--- src/rtl/seq_control_unit.sv ---
// seq_control_unit: multi-cycle instruction sequencer. Latches one instruction
// per fetch handshake, decodes it, and sequences commit through ALU and
// data-memory wait states, abandoning a wait after TIMEOUT cycles.
//
// state    | meaning
// ---------+--------------------------------------------------------------
// FETCH    | instr_ready high, waiting for a valid instruction
// EXEC     | decode outputs live, branch condition registered, wait chosen
// WAIT_ALU | multi-cycle ALU op in flight, watching alu_done
// WAIT_MEM | data-memory request held, watching mem_ack
// COMMIT   | one-cycle write-back / PC / stack pulses
//
// Instruction layout (INSTR_W >= 11): [opcode:6][rd:2][rs:2][imm:rest].
module seq_control_unit #(
  parameter int INSTR_W = 16,
  parameter int NREG    = 3,
  parameter int TIMEOUT = 255
) (
  input  logic               clk,
  input  logic               rst,
  input  logic               instr_valid,
  input  logic [INSTR_W-1:0] instr,
  output logic               instr_ready,
  input  logic [3:0]         flags,
  output logic [4:0]         opsel,
  output logic [1:0]         sel_srcA,
  output logic [1:0]         sel_srcB,
  output logic               alu_start,
  input  logic               alu_done,
  output logic               mem_req,
  output logic               mem_we,
  input  logic               mem_ack,
  output logic [1:0]         data_addr_sel,
  output logic [1:0]         mem_data_wr_sel,
  output logic               push,
  output logic               op_stack,
  output logic [NREG-1:0]    wr_reg,
  output logic               reg_from_mem,
  output logic               save_flags,
  output logic               branch,
  output logic               ret,
  output logic               load_pc,
  output logic               busy,
  output logic               timeout_err
);

  localparam int CNT_W = $clog2(TIMEOUT + 1);
  // Counter value seen during the TIMEOUT-th wait cycle.
  localparam logic [CNT_W-1:0] CNT_LAST = CNT_W'(TIMEOUT - 1);

  localparam logic [5:0] OP_ADDRR = 6'h01, OP_ADDRI = 6'h02, OP_SUBRR = 6'h03,
                         OP_SUBRI = 6'h04, OP_ANDRR = 6'h05, OP_ORRR  = 6'h06,
                         OP_XORRR = 6'h07, OP_SHL   = 6'h08, OP_SHR   = 6'h09,
                         OP_MULRR = 6'h0A, OP_DIVRR = 6'h0B, OP_MODRR = 6'h0C,
                         OP_POWRR = 6'h0D, OP_RADRR = 6'h0E, OP_CMP   = 6'h0F,
                         OP_TST   = 6'h10, OP_INC   = 6'h11, OP_DEC   = 6'h12,
                         OP_MOV   = 6'h13, OP_LOAD  = 6'h14, OP_STORE = 6'h15,
                         OP_LOADB = 6'h16, OP_STOREB= 6'h17, OP_PUSH  = 6'h18,
                         OP_POP   = 6'h19, OP_JMP   = 6'h1A, OP_RET   = 6'h1B,
                         OP_BRE   = 6'h20, OP_BNE   = 6'h21, OP_BLT   = 6'h22,
                         OP_BGT   = 6'h23, OP_BLE   = 6'h24, OP_BGE   = 6'h25,
                         OP_BRC   = 6'h26, OP_BRO   = 6'h27, OP_BRA   = 6'h28;

  localparam logic [4:0] ALU_ADD = 5'd1,  ALU_SUB = 5'd2,  ALU_AND = 5'd3,
                         ALU_OR  = 5'd4,  ALU_XOR = 5'd5,  ALU_SHL = 5'd6,
                         ALU_SHR = 5'd7,  ALU_MUL = 5'd8,  ALU_DIV = 5'd9,
                         ALU_MOD = 5'd10, ALU_POW = 5'd11, ALU_RAD = 5'd12,
                         ALU_INC = 5'd13, ALU_DEC = 5'd14, ALU_MOV = 5'd15;

  typedef enum logic [2:0] {S_FETCH, S_EXEC, S_WAIT_ALU, S_WAIT_MEM, S_COMMIT} state_t;

  state_t           state_q, state_d;
  logic [9:0]       instr_q, instr_d;
  logic             cond_q, cond_d;
  logic [CNT_W-1:0] cnt_q, cnt_d;
  logic             terr_q, terr_d;

  // The immediate field is consumed by the datapath straight from fetch.
  logic unused_imm;
  assign unused_imm = ^instr[INSTR_W-11:0];

  logic [5:0] opc;
  logic [1:0] rd, rs;
  logic zf, nf, cf, of;
  assign opc = instr_q[9:4];
  assign rd  = instr_q[3:2];
  assign rs  = instr_q[1:0];
  assign {zf, nf, cf, of} = flags;

  logic [NREG-1:0] sel_oh, acc_oh;
  logic d_multi, d_mem, d_we, d_sf, d_push, d_stk, d_ret, d_rfm, d_imm, d_cond;
  logic [NREG-1:0] d_wr;
  logic [4:0] d_opsel;
  logic [1:0] d_asel, d_wsel;

  // Register one-hots: ACC is the last register, selects past it clamp to it.
  always_comb begin
    for (int i = 0; i < NREG; i++) begin
      acc_oh[i] = (i == NREG - 1);
      sel_oh[i] = (i == NREG - 1) ? (int'(rd) >= NREG - 1) : (int'(rd) == i);
    end
  end

  // Opcode decode of the latched instruction; unknown opcodes fall through as NOP.
  always_comb begin
    d_multi = 1'b0; d_mem = 1'b0; d_we = 1'b0; d_sf = 1'b0; d_push = 1'b0;
    d_stk = 1'b0; d_ret = 1'b0; d_rfm = 1'b0; d_imm = 1'b0; d_cond = 1'b0;
    d_wr = '0; d_opsel = 5'd0; d_asel = 2'd0; d_wsel = 2'd0;
    case (opc)
      OP_ADDRR:  begin d_opsel = ALU_ADD; d_wr = acc_oh; d_sf = 1'b1; end
      OP_ADDRI:  begin d_opsel = ALU_ADD; d_wr = acc_oh; d_sf = 1'b1; d_imm = 1'b1; end
      OP_SUBRR:  begin d_opsel = ALU_SUB; d_wr = acc_oh; d_sf = 1'b1; end
      OP_SUBRI:  begin d_opsel = ALU_SUB; d_wr = acc_oh; d_sf = 1'b1; d_imm = 1'b1; end
      OP_ANDRR:  begin d_opsel = ALU_AND; d_wr = acc_oh; d_sf = 1'b1; end
      OP_ORRR:   begin d_opsel = ALU_OR;  d_wr = acc_oh; d_sf = 1'b1; end
      OP_XORRR:  begin d_opsel = ALU_XOR; d_wr = acc_oh; d_sf = 1'b1; end
      OP_SHL:    begin d_opsel = ALU_SHL; d_wr = acc_oh; d_sf = 1'b1; end
      OP_SHR:    begin d_opsel = ALU_SHR; d_wr = acc_oh; d_sf = 1'b1; end
      OP_MULRR:  begin d_opsel = ALU_MUL; d_wr = acc_oh; d_sf = 1'b1; d_multi = 1'b1; end
      OP_DIVRR:  begin d_opsel = ALU_DIV; d_wr = acc_oh; d_sf = 1'b1; d_multi = 1'b1; end
      OP_MODRR:  begin d_opsel = ALU_MOD; d_wr = acc_oh; d_sf = 1'b1; d_multi = 1'b1; end
      OP_POWRR:  begin d_opsel = ALU_POW; d_wr = acc_oh; d_sf = 1'b1; d_multi = 1'b1; end
      OP_RADRR:  begin d_opsel = ALU_RAD; d_wr = acc_oh; d_sf = 1'b1; d_multi = 1'b1; end
      OP_CMP:    begin d_opsel = ALU_SUB; d_sf = 1'b1; end
      OP_TST:    begin d_opsel = ALU_AND; d_sf = 1'b1; end
      OP_INC:    begin d_opsel = ALU_INC; d_wr = sel_oh; d_sf = 1'b1; end
      OP_DEC:    begin d_opsel = ALU_DEC; d_wr = sel_oh; d_sf = 1'b1; end
      OP_MOV:    begin d_opsel = ALU_MOV; d_wr = sel_oh; end
      OP_LOAD:   begin d_mem = 1'b1; d_wr = sel_oh; d_rfm = 1'b1; end
      OP_STORE:  begin d_mem = 1'b1; d_we = 1'b1; d_wsel = 2'd1; end
      OP_LOADB:  begin d_mem = 1'b1; d_asel = 2'd1; end
      OP_STOREB: begin d_mem = 1'b1; d_we = 1'b1; d_asel = 2'd1; d_wsel = 2'd1; end
      OP_PUSH:   begin d_mem = 1'b1; d_we = 1'b1; d_asel = 2'd2; d_wsel = 2'd1;
                       d_push = 1'b1; d_stk = 1'b1; end
      OP_POP:    begin d_mem = 1'b1; d_asel = 2'd2; d_wr = sel_oh; d_rfm = 1'b1;
                       d_stk = 1'b1; end
      // JMP pushes the return PC, so it is a stack write like PUSH.
      OP_JMP:    begin d_mem = 1'b1; d_we = 1'b1; d_asel = 2'd2; d_wsel = 2'd2;
                       d_push = 1'b1; d_stk = 1'b1; end
      OP_RET:    begin d_mem = 1'b1; d_asel = 2'd2; d_stk = 1'b1; d_ret = 1'b1; end
      OP_BRE:    d_cond = zf;
      OP_BNE:    d_cond = !zf;
      OP_BLT:    d_cond = nf != of;
      OP_BGT:    d_cond = !zf && (nf == of);
      OP_BLE:    d_cond = zf || (nf != of);
      OP_BGE:    d_cond = nf == of;
      OP_BRC:    d_cond = cf;
      OP_BRO:    d_cond = of;
      OP_BRA:    d_cond = 1'b1;
      default:   ;
    endcase
  end

  // State, latched instruction, branch condition, wait counter and sticky error.
  always_ff @(posedge clk or posedge rst) begin
    if (rst) begin
      state_q <= S_FETCH;
      instr_q <= '0;
      cond_q  <= 1'b0;
      cnt_q   <= '0;
      terr_q  <= 1'b0;
    end else begin
      state_q <= state_d;
      instr_q <= instr_d;
      cond_q  <= cond_d;
      cnt_q   <= cnt_d;
      terr_q  <= terr_d;
    end
  end

  // Next-state logic and state-decoded outputs.
  always_comb begin
    state_d = state_q; instr_d = instr_q; cond_d = cond_q;
    cnt_d = cnt_q; terr_d = terr_q;
    instr_ready = 1'b0; alu_start = 1'b0; mem_req = 1'b0; mem_we = 1'b0;
    push = 1'b0; op_stack = 1'b0; wr_reg = '0; save_flags = 1'b0;
    branch = 1'b0; ret = 1'b0; load_pc = 1'b0;
    case (state_q)
      S_FETCH: begin
        instr_ready = 1'b1;
        if (instr_valid) begin
          instr_d = instr[INSTR_W-1 -: 10];
          state_d = S_EXEC;
        end
      end
      S_EXEC: begin
        cond_d = d_cond;
        cnt_d  = '0;
        if (d_multi) begin
          alu_start = 1'b1;
          state_d   = S_WAIT_ALU;
        end else if (d_mem) begin
          state_d = S_WAIT_MEM;
        end else begin
          state_d = S_COMMIT;
        end
      end
      S_WAIT_ALU, S_WAIT_MEM: begin
        mem_req = (state_q == S_WAIT_MEM);
        mem_we  = (state_q == S_WAIT_MEM) && d_we;
        if ((state_q == S_WAIT_ALU) ? alu_done : mem_ack) begin
          state_d = S_COMMIT;
        end else if (cnt_q == CNT_LAST) begin
          state_d = S_FETCH;
          terr_d  = 1'b1;
        end else begin
          cnt_d = cnt_q + CNT_W'(1);
        end
      end
      S_COMMIT: begin
        load_pc    = 1'b1;
        wr_reg     = d_wr;
        save_flags = d_sf;
        push       = d_push;
        op_stack   = d_stk;
        branch     = cond_q;
        ret        = d_ret;
        state_d    = S_FETCH;
      end
      default: state_d = S_FETCH;
    endcase
  end

  // Decode selects are live from EXEC until the return to FETCH.
  assign busy            = (state_q != S_FETCH);
  assign opsel           = busy ? d_opsel : 5'd0;
  assign sel_srcA        = busy ? rd : 2'd0;
  assign sel_srcB        = busy ? (d_imm ? 2'd3 : rs) : 2'd0;
  assign data_addr_sel   = busy ? d_asel : 2'd0;
  assign mem_data_wr_sel = busy ? d_wsel : 2'd0;
  assign reg_from_mem    = busy && d_rfm;
  assign timeout_err     = terr_q;

endmodule
--- config.mk ---
export PLATFORM = sky130hd
export DESIGN_NAME = seq_control_unit
export DESIGN_NICKNAME = d
export VERILOG_FILES = /design/src/rtl/seq_control_unit.sv
export SDC_FILE = /design/constraint.sdc
export NUM_CORES = 1
export LEC_CHECK = 0
export CAP_MARGIN = 20
export CORE_MARGIN = 2
export CORE_UTILIZATION = 42
export CTS_CLUSTER_SIZE = 28
export DETAILED_ROUTE_END_ITERATION = 6
export PLACE_DENSITY = 0.84
export SYNTH_ARGS = -nofsm -noshare
export SYNTH_HDL_FRONTEND = slang
export SYNTH_SLANG_ARGS = --single-unit
--- constraint.sdc ---
create_clock -name clk -period 1.55 [get_ports clk]
set_input_delay 0.2325 -clock clk [delete_from_list [all_inputs] [get_ports clk]]
set_output_delay 0.2325 -clock clk [all_outputs]
set_load 0.1 [all_outputs]
Yosys cells after proc, flatten, opt, wreduce, memory -nomap -nowiden:

Cells that the tools add are included.

* bits of input ports: 25
* output and inout port bits: 29
* register bits: 23
* memories kept: 0
* bits in writable memories: 0
* memory bits (read-only): 0
* latch bits: 0

* magnitude comparators: 1
* reductions and logical operators: 29
* div/mod/pow operators: 0
* muxes and demuxes: 42
* shifts and indexed selects: 0
* add/sub/neg operators: 1
* multiply operators: 0
* bitwise logic cells: 1
* equality and inequality tests: 48

Operators with widths (count)
* $eq A6 B5 Y1 const B: 12
* $pmux W4 S15: 1
* $eq A6 B6 Y1 const B: 9
* $eq A6 B4 Y1 const B: 8
* $eq A6 B3 Y1 const B: 4
* $mux W1: 21
* $mux W3: 6
* $reduce_or A18 Y1: 1
* $mux W8: 2
* $pmux W8 S2: 1
* $reduce_or A14 Y1: 1
* $reduce_or A2 Y1: 7
* $eq A6 B2 Y1 const B: 2
* $mux W2: 5
* $reduce_or A5 Y1: 2
* $pmux W1 S9: 1
* $pmux W3 S3: 1
* $add A8 B1 Y8 const B: 1
* $eq A8 B8 Y1 const B: 1
* $pmux W2 S2: 2
* $reduce_or A4 Y1: 2
* $reduce_or A8 Y1: 1
* $eq A3 B2 Y1 const B: 2
* $eq A6 B1 Y1 const B: 1
* 21 further kinds: 28

Logic depth before layout (Yosys ltp):

* depth in word-level cells: 6
* depth in mapped cells: 7
* depth with buffers taken out: 6

Least setup slack after synthesis:

OpenSTA, ideal clock, no wires.

* path kind: reg2out
* start: register instr_q[7]
* end: output save_flags
* path slack: -4.232 ns
* cell stages (with the launch flop): 5
* arrival: 5.550 ns
* required time: 1.317 ns
* path through: dfrtp_1 buf_2 nor2_1 nand2_1 a2111oi_0

* longest elaborated chain between the ends: 4
* elaborated cells between the ends (all ways): 21

Ends and longest elaborated chain
* from (decl): RTL line 73 `logic [9:0] instr_q, instr_d;`
* from (signal assigned): RTL line 164 `instr_q <= instr_d;`
* $eq A6 B5 Y1 (tied with other cells): RTL line 109 `case (opc)`
* $reduce_or A18 Y1 (no line) (*)
* $mux W1 (*): RTL line 109
* $mux W1 (*): RTL line 178 `case (state_q)`
* to (decl): RTL line 39 `output logic save_flags,`

Mark *: on every way between the ends. The rest lies on a longest branch, timed or not.

Worst setup path in the final report:

* start: register instr_q[4]
* end: output wr_reg[2]

* longest elaborated chain between the ends: 4
* elaborated cells between the ends (all ways): 23

Ends and longest elaborated chain
* $eq A6 B4 Y1 (tied with other cells): RTL line 109
* $reduce_or A14 Y1 (no line) / $reduce_or A5 Y1 (equally long branches)
* $pmux W3 S2 (*): RTL line 109
* $mux W3 (*): RTL line 178
* to (decl): RTL line 37 `output logic [NREG-1:0] wr_reg,`

Marks and branches as above.

==> results.cfg <==
[clock_tree]
cts_buffers = 3
cts.sinks = 23
cts_tree = yes
htreeDepth = 1
insertion_delay_ps = 280
path_clk_slew_ps = 100
clockRootBuffer = clkbuf_8
clock_path_buffers = 2

[route]
vias = 2425
first_iter_violations = 290
drcViolationCount = 0
dr.pass1.iters = 5
wl_um = 9980
vias_per_cell = 6.48
routedWlPerCell_um = 26.7
drtAntennaViolNets = 0

[layout]
areaGrowthSynthToFinish_pct = 120
stdcell_count = 374
fill_cells = 94
nets = 352
layout_common_cells = buf_4 (44), buf_6 (30), buf_12 (29)
final_common_cell = buf_4
antenna-diode-count = 0
drive_gt1_share_pct = 65.1

[grt]
grt_max_degree = 24
grt_usage_pct = 34.9
antenna_found_initial = 0
grt_pass1_vias = 2240
grt_overflow_total = 0
grt_pass1_wl_um = 11800

[place]
port_buffers = 46
detailed_place_hpwl_um = 4470
gp_congestion = 0.927
dp.cells = 347

[timing]
finalSetupViolations = 49
rsz0062_at_grt = yes
timing.final.ws_setup_ps = -709
hold_viol = 0
fmax_mhz = 443
min_period_over_period_pct = 146
finClkSkew_ps = 1.33
setup-tns-final_ps = -17300
final.min_clock_period_ps = 2260
finalMaxSlewViolations = 0

[synthesis]
synth_cell_types = 53
syn_area_um2 = 1720
ys_ff_latch = 23
ys.flop_type = dfrtp_1
syn_nets = 238
yosys_warnings = 0
ys_seq_area_share_pct = 33.4
synthArstFlopShare_pct = 100
synth.avg_cell_area_um2 = 8.17
netlist_instances = 211
synth_edf_count = 0

[pwr]
power_switching_w = 0.00523
power_w = 0.00966
power_frac_comb_pct = 84.1
clkPwrFrac_pct = 4.4
netSwitchingFraction_pct = 54.1
powerDensity_nw_per_um2 = 2550
ir_worst_vdd_uv = 2460
p_leak_nw = 1.58
power_frac_seq_pct = 11.5
internal-power_w = 0.00444

[setup_path]
critPathBufInv = 3
cp.required_ps = 1320
cp-end-kind = output port
slowest_delay_ps = 460
critPathSlowestCell = dfrtp_2
cp-start-kind = register
crit_path_cell_trace = buf_6 > inv_4 > mux2i_4 > mux2i_4 > nand3b_1 > a21oi_4 > buf_12
cpMostUsedCell = mux2i_4
cp_data_arrival_time_ps = 2030
critPathTopFamily = flip-flops
critPathMaxFanout = 3
path_class = reg2out

[hold_path]
hold_path.class = in2async

[die]
row_count = 23
design.die.area_um2 = 4630
die_y_um = 68.1
core_area_um2 = 3970
chipWidth_um = 68.1
initial_core_util_pct = 43.4
io_pins = 54

[outcome]
status = finished with violations
violations = setup timing

[job]
cap_viol_max_count = 0
==> flip-flops by register name, summed over array words and instances, names as in the netlist <==
| register | cells |
|---|---|
| instr_q | 10 |
| cond_q | 1 |
| timeout_err | 1 |
| cnt_q | 8 |
| state_q | 3 |
==> worst reg2reg max path, delay by kind of cell (launching register included) <==
family / cells / cell delay (ps)
buffers and inverters: 1 / 150
flip-flops: 1 / 440
AO/OA/AOI/OAI: 1 / 340
AND/OR/NAND/NOR: 2 / 610
multiplexers: 1 / 290
==> Yosys cell counts (all sizes together) (2+ instances only) <==
cell	instances	area [um^2]
or3	3	23.8
inv	7	26.3
xor2	3	26.3
nand3b	2	15.0
nand2b	4	32.5
and4	3	26.3
nor4	2	12.5
and3	2	12.5
mux2i	4	40.0
and2	5	32.5
nand2	22	82.6
mux2	9	105
ha	2	25.0
buf	9	58.8
a22oi	2	15.0
o21ai	16	80.1
or2	2	12.5
nand3	10	50.1
nor3	7	40.0
nor2	26	97.6
nand4	4	25.0
o22ai	2	12.5
a21oi	8	40.0
nor2b	6	37.5
dfrtp	23	576
clkbuf	6	22.5
o211ai	3	32.5
xnor2	3	26.3
==> power groups by stage <==
stage	combinational [W]	sequential, W	clock, W
global placement	0.00571	0.000978	0
CTS	0.00680	0.00101	0.000399
detailed placement	0.00586	0.00100	0
floorplan	0.00364	0.000954	0
global route	0.00831	0.00113	0.000432
finish	0.00813	0.00111	0.000425
==> kinds of logic (layout without fill, tap and decap cells) <==
| kind of cell | count (synthesis) | in the layout | synth area share, % |
|---|---|---|---|
| other | 1 | 1 | 0.218 |
| AOI/OAI and AO/OA | 43 | 43 | 16.6 |
| xor gates and xnor gates | 6 | 6 | 3.05 |
| and+or+nand+nor | 101 | 102 | 30.6 |
| adders and majority gates | 2 | 2 | 1.45 |
| buffers and inverters | 22 | 134 | 6.25 |
| muxes | 13 | 13 | 8.42 |
| DFF | 23 | 23 | 33.4 |
==> timing repair <==
item | CTS | global route
setup endpoints to repair | 49 | 49
gates cloned | 2 | 0
resized for setup | 70 | 52
hold buffers | 0 | 0
pin swaps | 24 | 26
setup buffers | 13 | 12
==> routing by layer <==
layer	GRT usage [%]	vias to the layer above	part of all wire (%)
met3	6.09	61	11
met1	42.5	1163	35
met2	59.3	229	48
li1	-	972	-
met5	0	-	0
met4	16.8	0	6.4
==> layout make-up <==
class / instances / area (um^2) / area share [%]
tap: 50 / 62.6 / 1.65
timing repair buffer: 123 / 1460 / 38.5
multi-input combinational: 167 / 1600 / 42.2
sequential: 23 / 581 / 15.3
inverter: 7 / 36.3 / 0.959
clock inverter: 1 / 7.51 / 0.198
clock buffer: 3 / 41.3 / 1.09
==> path summary, 6_finish.rpt <==
path | cells past startpoint | to | from | slack (ps)
max in group asynchronous | 3 | instr_q[4]$_DFFE_PP0P_ | rst | 960
setup / recovery | 7 | wr_reg[2] | instr_q[4]$_DFFE_PP0P_ | -710
setup reg to reg | 5 | cnt_q[4]$_DFFE_PP0P_ | state_q[0]$_DFFE_PP0P_ | -380
min in group clk | 3 | instr_q[5]$_DFFE_PP0P_ | instr[11] | 550
hold / removal | 3 | instr_q[1]$_DFFE_PP0P_ | rst | 310
hold reg to reg | 1 | instr_q[0]$_DFFE_PP0P_ | instr_q[0]$_DFFE_PP0P_ | 550
==> stage by stage <==
step	cell area (um^2)	setup slack [ps]	hold WS (ps)	utilization [%]
finish	3780	-709	310	95.3
global route	3780	-719	364	95.3
CTS	3490	-554	305	87.8
detailed placement	3110	-373	513	78.4
global placement	3110	-316	484	78.4
floorplan	1980	-1300	234	-
Note: power is estimated with default switching activity, not from simulation.
